[src/rtl/uart_pkg.sv]
// Shared definitions for the memory-mapped UART transmitter: FSM states,
// register offsets within the two-word window and STATUS bit positions.
package uart_pkg;

   typedef enum logic [1:0] {
      IDLE  = 2'd0,
      START = 2'd1,
      DATA  = 2'd2,
      STOP  = 2'd3
   } state_t;

   localparam logic [2:0] TXDATA_OFF = 3'd0;
   localparam logic [2:0] STATUS_OFF = 3'd4;

   localparam int BUSY  = 0;
   localparam int FULL  = 1;
   localparam int EMPTY = 2;
   localparam int OVF   = 3;

   function automatic logic [31:0] status_word(input logic ovf,
                                               input logic empty,
                                               input logic full,
                                               input logic busy);
      logic [31:0] w;
      w        = '0;
      w[OVF]   = ovf;
      w[EMPTY] = empty;
      w[FULL]  = full;
      w[BUSY]  = busy;
      return w;
   endfunction

endpackage

[src/rtl/byte_fifo.sv]
// Small byte FIFO. A push into a full FIFO is still taken when a pop happens
// on the same edge, because the slot being written is the one being vacated.
module byte_fifo #(
   parameter int DEPTH = 4
) (
   input  logic                     clk,
   input  logic                     reset,
   input  logic                     push,
   input  logic [7:0]               din,
   input  logic                     pop,
   output logic [7:0]               dout,
   output logic                     full,
   output logic                     empty,
   output logic [$clog2(DEPTH):0]   count
);

   localparam int AW = $clog2(DEPTH);

   logic [7:0]    mem [DEPTH];
   logic [AW-1:0] wptr;
   logic [AW-1:0] rptr;
   logic          do_push;
   logic          do_pop;

   assign empty   = (count == '0);
   assign full    = (count == (AW+1)'(DEPTH));
   assign do_pop  = pop & ~empty;
   assign do_push = push & (~full | do_pop);
   assign dout    = mem[rptr];

   always_ff @(posedge clk) begin
      if (do_push) begin
         mem[wptr] <= din;
      end
   end

   always_ff @(posedge clk or posedge reset) begin
      if (reset) begin
         wptr  <= '0;
         rptr  <= '0;
         count <= '0;
      end else begin
         if (do_push) begin
            wptr <= wptr + AW'(1);
         end
         if (do_pop) begin
            rptr <= rptr + AW'(1);
         end
         case ({do_push, do_pop})
            2'b10:   count <= count + (AW+1)'(1);
            2'b01:   count <= count - (AW+1)'(1);
            default: count <= count;
         endcase
      end
   end

endmodule

[src/rtl/mmio_uart_tx.sv]
// Memory-mapped 8N1 UART transmitter sitting on the CPU data-memory port:
// TXDATA writes feed a byte FIFO, STATUS reports busy/full/empty/overflow.
module mmio_uart_tx
   import uart_pkg::*;
#(
   parameter logic [31:0] BASE_ADDR    = 32'hFFFF_0000,
   parameter int          CLKS_PER_BIT = 16,
   parameter int          FIFO_DEPTH   = 4
) (
   input  logic        clk,
   input  logic        reset,
   input  logic [31:0] addr,
   input  logic [31:0] wdata,
   input  logic        we,
   output logic [31:0] rdata,
   output logic        hit,
   output logic        tx
);

   localparam int            BW        = $clog2(CLKS_PER_BIT);
   localparam int            CW        = $clog2(FIFO_DEPTH) + 1;
   localparam logic [BW-1:0] BAUD_LAST = BW'(CLKS_PER_BIT - 1);

   state_t        state;
   logic [BW-1:0] baud;
   logic [2:0]    bitc;
   logic [7:0]    sh;
   logic          ovf;

   logic          sel_status;
   logic          wr_txdata;
   logic          wr_status;
   logic          baud_done;
   logic          pop;
   logic          busy;
   logic [7:0]    fifo_dout;
   logic          full;
   logic          empty;
   logic [CW-1:0] count;
   logic          unused_bits;

   // Low address bits, the upper store byte and the raw count carry no meaning here.
   assign unused_bits = ^{addr[1:0], wdata[31:8], count};

   assign hit        = (addr[31:3] == BASE_ADDR[31:3]);
   assign sel_status = ({addr[2], 2'b00} == STATUS_OFF);
   assign wr_txdata  = hit & we & ({addr[2], 2'b00} == TXDATA_OFF);
   assign wr_status  = hit & we & sel_status;

   assign baud_done = (baud == BAUD_LAST);
   assign pop       = ~empty & ((state == IDLE) | ((state == STOP) & baud_done));
   assign busy      = (state != IDLE) | ~empty;

   always_comb begin
      rdata = '0;
      if (hit && sel_status) begin
         rdata = status_word(ovf, empty, full, busy);
      end
   end

   byte_fifo #(
      .DEPTH (FIFO_DEPTH)
   ) u_fifo (
      .clk   (clk),
      .reset (reset),
      .push  (wr_txdata),
      .din   (wdata[7:0]),
      .pop   (pop),
      .dout  (fifo_dout),
      .full  (full),
      .empty (empty),
      .count (count)
   );

   // Setting wins over clearing if both ever coincide.
   always_ff @(posedge clk or posedge reset) begin
      if (reset) begin
         ovf <= 1'b0;
      end else if (wr_txdata & full & ~pop) begin
         ovf <= 1'b1;
      end else if (wr_status & wdata[OVF]) begin
         ovf <= 1'b0;
      end
   end

   // tx is registered and always reflects the bit of the state being entered.
   always_ff @(posedge clk or posedge reset) begin
      if (reset) begin
         state <= IDLE;
         tx    <= 1'b1;
         baud  <= '0;
         bitc  <= '0;
         sh    <= '0;
      end else begin
         case (state)
            IDLE: begin
               tx <= 1'b1;
               if (!empty) begin
                  sh    <= fifo_dout;
                  baud  <= '0;
                  state <= START;
                  tx    <= 1'b0;
               end
            end
            START: begin
               if (baud_done) begin
                  baud  <= '0;
                  bitc  <= '0;
                  state <= DATA;
                  tx    <= sh[0];
               end else begin
                  baud <= baud + BW'(1);
               end
            end
            DATA: begin
               if (baud_done) begin
                  baud <= '0;
                  sh   <= sh >> 1;
                  if (bitc == 3'd7) begin
                     state <= STOP;
                     tx    <= 1'b1;
                  end else begin
                     bitc <= bitc + 3'd1;
                     tx   <= sh[1];
                  end
               end else begin
                  baud <= baud + BW'(1);
               end
            end
            STOP: begin
               if (baud_done) begin
                  baud <= '0;
                  if (!empty) begin
                     sh    <= fifo_dout;
                     state <= START;
                     tx    <= 1'b0;
                  end else begin
                     state <= IDLE;
                     tx    <= 1'b1;
                  end
               end else begin
                  baud <= baud + BW'(1);
               end
            end
            default: begin
               state <= IDLE;
               tx    <= 1'b1;
            end
         endcase
      end
   end

endmodule

[config.mk]
export PLATFORM = sky130hd
export DESIGN_NAME = mmio_uart_tx
export DESIGN_NICKNAME = d
export VERILOG_FILES = /design/src/rtl/uart_pkg.sv /design/src/rtl/byte_fifo.sv /design/src/rtl/mmio_uart_tx.sv
export SDC_FILE = /design/constraint.sdc
export NUM_CORES = 1
export LEC_CHECK = 0
export ABC_AREA = 1
export BUFFER_PORTS_ARGS = -buffer_cell sky130_fd_sc_hd__buf_2
export CAP_MARGIN = 20
export CORE_MARGIN = 2
export CORE_UTILIZATION = 45
export DETAILED_ROUTE_END_ITERATION = 16
export PLACE_DENSITY = 0.72
export SYNTH_ARGS = -nofsm -noshare
export SYNTH_HDL_FRONTEND = slang
export SYNTH_SLANG_ARGS = --single-unit
[constraint.sdc]
create_clock -name clk -period 2.99 [get_ports clk]
set_clock_uncertainty 0.1 [all_clocks]
set_input_delay 0.1495 -clock clk [delete_from_list [all_inputs] [get_ports clk]]
set_output_delay 0.1495 -clock clk [all_outputs]
set_load 0.01 [all_outputs]
* Word level (Yosys, flattened, before mapping)
Memories as Yosys holds them, arrays and structs flattened.
Index checks and enable logic that the tools add are counted.
** Word-level totals
- Input bits :: 67
- ROM bits :: 0
- Logic and storage cells :: 91
- Flip-flop bits (word level) :: 26
- Memory bits (writable) :: 32
- Output and inout bits :: 34
- Latch bits :: 0
- Memories kept :: 1
** Operators by class
- Mux-type cells :: 30
- Equality and inequality tests :: 15
- Multiply operators :: 0
- Bitwise operators :: 17
- $add $sub $neg :: 6
- Shifts and indexed selects :: 0
- Order comparisons :: 0
- Div/mod/pow operators :: 0
- Reduce and logical (&&, ||, !) cells :: 13
** Memories
- u_fifo.mem :: words 4, width 8, read ports 1, clocked after memory_dff 0, write ports 1, RTL line byte_fifo.sv:19 : logic [7:0] mem [DEPTH];
** Operators by type and width (number)
- 29-bit equality test, second input constant :: 1
- 8-bit 2-to-1 mux :: 3
- 8-bit case mux with 3 select lines :: 1
- 4-bit 2-to-1 mux :: 3
- 2-bit != test, second input constant :: 6
- 3-bit case mux with 2 select lines :: 2
- 1-bit bitwise AND :: 10
- 1-bit 2-to-1 mux :: 10
- 2-bit 2-to-1 mux :: 5
- 3-bit 2-to-1 mux :: 3
- 2-bit case mux with 4 select lines :: 1
- 4-bit case mux with 2 select lines :: 1
- 2-bit nonzero test :: 4
- 3-bit by 1-bit adder with 3-bit output, second input constant :: 2
- 2-bit equality test, second input constant :: 3
- 3-bit equality test, second input constant :: 2
- 3-bit AND reduction :: 2
- 5-bit AND reduction :: 1
- 2-bit by 1-bit adder with 2-bit output, second input constant :: 2
- 4-bit by 1-bit adder with 4-bit output, second input constant :: 1
- 2-bit by 1-bit equality test with 1-bit output, second input constant :: 2
- 4-bit equality test, second input constant :: 1
- 1-bit inverter :: 4
- 1-bit case mux with 4 select lines :: 1
- 8 further kinds :: 10

* Depth between registers and ports, before layout
- Depth in word-level cells :: 9
- Mapped depth :: 12
- Depth with buffers taken out :: 12

* By module
Synthesis repeated with hierarchy kept, for this count alone.
** Second synthesis, totals
- Cell total of the unflattened synthesis :: 341
- Area total of the unflattened synthesis :: 3155.5 sq um
** Modules (own cells, without submodules)
- byte_fifo :: area an instance 1719.1 sq um, sequential area each 1136.1 sq um, cells an instance 149, instances 1
- mmio_uart_tx :: area an instance 1436.4 sq um, sequential area each 476.7 sq um, cells an instance 192, instances 1

* Worst setup path before layout
Ideal clock, no wire load.
- Path kind :: reg-to-reg
- From :: register state[0]
- To :: register u_fifo.count[2]
- Slack :: 723 ps
- Setup time :: 131 ps
- Data required time :: 2759 ps
- Cell stages (with the launch flop) :: 12
- Period minus slack after synthesis :: 2267 ps
- Arrival time :: 2036 ps
- Path buffers :: 0
- Cells stage by stage :: dfrtp_1 > inv_1 > ha_1 > inv_1 > nand3_1 > nand4_2 > ha_1 > inv_1 > fa_1 > a21oi_1 > o21ai_0 > xor2_1
** On the way
- Word-level cells in the longest chain between the ends :: 9
- Elaborated cells on any way between the ends :: 12
- Classes of those cells :: eq/ne: 3; mux: 1; bitwise: 6; reduce/logical: 2
** Ends and longest elaborated chain
- start, declared :: RTL line mmio_uart_tx.sv:24 : state_t state;
- start signal, assigned :: RTL line mmio_uart_tx.sv:89 : state <= IDLE;
- start signal, assigned :: RTL line mmio_uart_tx.sv:101 : state <= START;
- start signal, assigned :: RTL line mmio_uart_tx.sv:109 : state <= DATA;
- 2-bit equality test :: RTL line mmio_uart_tx.sv:51 : assign pop = ~empty & ((state == IDLE) | ((state == STOP) & baud_done));
- 1-bit bitwise AND :: RTL line mmio_uart_tx.sv:51
- 1-bit OR * :: RTL line mmio_uart_tx.sv:51
- 1-bit bitwise AND * :: RTL line mmio_uart_tx.sv:51
- 1-bit bitwise AND * :: RTL line byte_fifo.sv:27 : assign do_pop = pop & ~empty;
- 1-bit OR :: RTL line byte_fifo.sv:28 : assign do_push = push & (~full | do_pop);
- 1-bit bitwise AND :: RTL line byte_fifo.sv:28
- 2-bit by 1-bit equality test with 1-bit output / 2-bit equality test (equally long branches) :: RTL line byte_fifo.sv:49 : case ({do_push, do_pop})
- 3-bit case mux with 2 select lines / 2-bit nonzero test (equally long branches)
- end signal, assigned :: RTL line byte_fifo.sv:50 : 2'b10: count <= count + (AW+1)'(1);
- end signal, assigned :: RTL line byte_fifo.sv:51 : 2'b01: count <= count - (AW+1)'(1);
- end signal, assigned :: RTL line byte_fifo.sv:52 : default: count <= count;
- end, declared :: RTL line byte_fifo.sv:14 : output logic [$clog2(DEPTH):0] count
Every way passes the cells marked *; elsewhere a longest branch is shown, timed or not.
A chain may end at the register's enable or synchronous reset.

* Final worst setup path
Same ends and word-level chain as after synthesis.

==> results.cfg <==
[sta]
finalCritPeriodShare_pct = 87.8
slew_violations = 0
fin_tns_setup_ns = 0
fmax_mhz = 381
hold_viol_final = 0
period_needed_ns = 2.63
fin_hold_ws_ns = 0.0574
rsz0062_at_grt = false
finalSetupViolations = 0

[clocking]
cts_tree = built
htreeDepth = 3
clockRootBuffer = clkbuf_8
clk_latency_ns = 0.33
cts_sinks = 58
cts-buffers-inserted = 9
path_clk_slew_ns = 0.06
clock_path_buffers = 2

[floorplanning]
core_mm2 = 0.00679
die_x_um = 88.0
die_y_um = 88.0
fp.dieArea_mm2 = 0.00774
io_pins = 101
rows = 30
initial_core_util_pct = 46.7

[synth]
ys_warn_count = 0
synth-edff-count = 32
ys_types = 30
netlist_instances = 357
synth_top_area_share_pct = 30.3
synth_flop_cell = edfxtp_1
ys_top_cells_by_area = edfxtp_1 30%, dfrtp_1 20%, nand2_1 12%
seq_area_frac_synth_pct = 50.8
synth_area_per_cell_um2 = 8.89
ys_seq_elements = 58
syn_area_mm2 = 0.00317
async_reset_ff_share_pct = 44.8
synth.largest_area_cell = edfxtp_1

[critical_path]
setup.worst_path.end = u_fifo.count[2]
crit_path_start_kind = flip-flop
worstPathRequired_ns = 3.09
path_class = reg2reg
crit_path_start = state[0]
arrival_ns = 2.73
rrSetupSlack_ns = 0.36
ff2ff_path_depth = 11
path_max_fanout = 7
cp-end-kind = flip-flop
r2r_end = u_fifo.count[2]
reg2reg_from = state[0]

[min_path]
hold_class = in2reg
min_from = addr[2]

[status]
status = completed

[pwr]
p_leak_nw = 1.81
total_power_mw = 1.69
powerDensity_mw_per_mm2 = 452
ir_worst_vdd_mv = 0.327

[detailed_routing]
routed_wl_mm = 6.26
viasPerCell = 4.70
wl_per_cell_um = 12.0
drc = 0
drtPass1Iterations = 4
drt_iter0_drc = 147
dr_total_vias = 2460
drtAntennaViolNets = 0

[layout]
antenna-diode-count = 0
final_nets = 503
area_growth_pct = 17.7
finalNonFillerCells = 523
drive_above_1_share_pct = 19.4

[job]
max_cap_viol_count = 0

[placed_design]
hpwlAfterDp_mm = 4.39
io_buffers = 46
place_inst = 497
gp_congestion = 0.830

[global_routing]
first_global_vias = 2316
antenna_found_initial = 0
grt_use_total_pct = 17.8
grt_pass1_wl_mm = 10.5
overflow = 0
grt_max_degree = 27
## power breakdown
group	total [mW]	leakage (nW)	switching, mW	internal (mW)
Sequential	0.845	0.608	0.00000000304	0.845
Clock	0.767	0.104	0.304	0.463
Combinational	0.0772	1.10	0.0434	0.0338
Total	1.69	1.81	0.347	1.34
## synthesized netlist by cell type (2+ instances only)
cell and n:
nand2_1 103, inv_1 38, nor2_1 35, edfxtp_1 32
buf_4 30, nand3_1 26, dfrtp_1 25, ha_1 13
o21ai_0 12, a21oi_1 7, nand4_1 4, buf_2 3
nand2_2 3, nand3_2 3, xor2_1 3, buf_6 2
inv_2 2, nor2_4 2, o211ai_1 2, o21ai_2 2
## metal layers
metal | vias to the layer above | wire length (um) | track usage (%)
li1 | 1209 | - | -
met1 | 1125 | 2630 | 21.4
met2 | 118 | 3070 | 30.0
met3 | 8 | 476 | 5.47
met4 | 0 | 90 | 7.27
met5 | - | 0 | 0
## repair_timing
| item | 4_1_cts | 5_1_grt |
|---|---|---|
| resized for setup | 0 | 0 |
| hold buffers | 9 | 0 |
| endpoints found under the hold margin | 38 | 0 |
| setup buffers | 0 | 0 |
## logic make-up (layout without fill, tap and decap cells)
kind of cell,after synthesis,count (layout),share of synthesized area (%)
AO/OA/AOI/OAI,25,25,4.77
XOR/XNOR,4,4,1.10
adder cells (fa/ha/maj),14,14,5.75
buffers and inverters,75,118,13.0
flip-flops,58,58,50.8
other,1,28,0.118
AND/OR/NAND/NOR,180,180,24.4
## through the flow
step | area (um2) | utilization (%) | worst slack [ns]
after floorplan | 3280 | - | 0.723
after global placement | 3410 | 50.2 | 0.521
after detailed placement | 3410 | 50.2 | 0.494
after CTS | 3710 | 54.6 | 0.466
after global routing | 3730 | 55.0 | 0.219
final | 3730 | 55.0 | 0.365
## worst min path at each step
stage	end	slack, ns	cells past startpoint
after global routing	ovf	0.08	4
after detailed placement	u_fifo.mem[2][0]	0.27	1
after CTS	ovf	0.04	4
final	ovf	0.06	4
after global placement	u_fifo.mem[0][4]	0.26	1
after floorplan	baud[0]	0.09	1
## flip-flops by register name (all words and copies together) (netlist names)
name and count:
tx 1, u_fifo.wptr 2, u_fifo.count 3, u_fifo.rptr 2, state 2, u_fifo.mem 32
sh 8, bitc 3, ovf 1, baud 4
## critical path: stages, from the launching register on
cell and delay (ns):
dfrtp_1 0.44, inv_1 0.11, ha_1 0.20, inv_1 0.12
nand3_1 0.19, nand4_2 0.23, ha_1 0.19, inv_1 0.08
fa_1 0.39, a21oi_1 0.16, o21ai_0 0.12, xor2_1 0.16
## final cells by class
type	instances	area, um2
clock buffers	10	128
well taps	96	120
multi-input cells	251	1250
flip-flops and latches	58	1610
inverters	40	150
fillers	604	3060
repair buffers	62	393
clock inverters	6	81.3
## layout by cell type (no fill, tap or decap), types with 2 or more instances in the layout
| master | count |
|---|---|
| nor2_4 | 2 |
| bufinv_16 | 2 |
| clkbuf_8 | 9 |
| nand3_1 | 26 |
| nand4_1 | 4 |
| o211ai_1 | 2 |
| nand2_2 | 3 |
| xor2_1 | 3 |
| nand2_1 | 103 |
| dlygate4sd3_1 | 9 |
| inv_1 | 38 |
| o21ai_0 | 12 |
| nor2_1 | 35 |
| clkinv_2 | 2 |
| nand3_2 | 3 |
| o21ai_2 | 2 |
| buf_2 | 46 |
| ha_1 | 13 |
| dfrtp_1 | 25 |
| inv_2 | 2 |
| buf_4 | 6 |
| a21oi_1 | 7 |
| conb_1 | 28 |
| edfxtp_1 | 32 |
No activity file was read; power rests on OpenSTA's default activity.
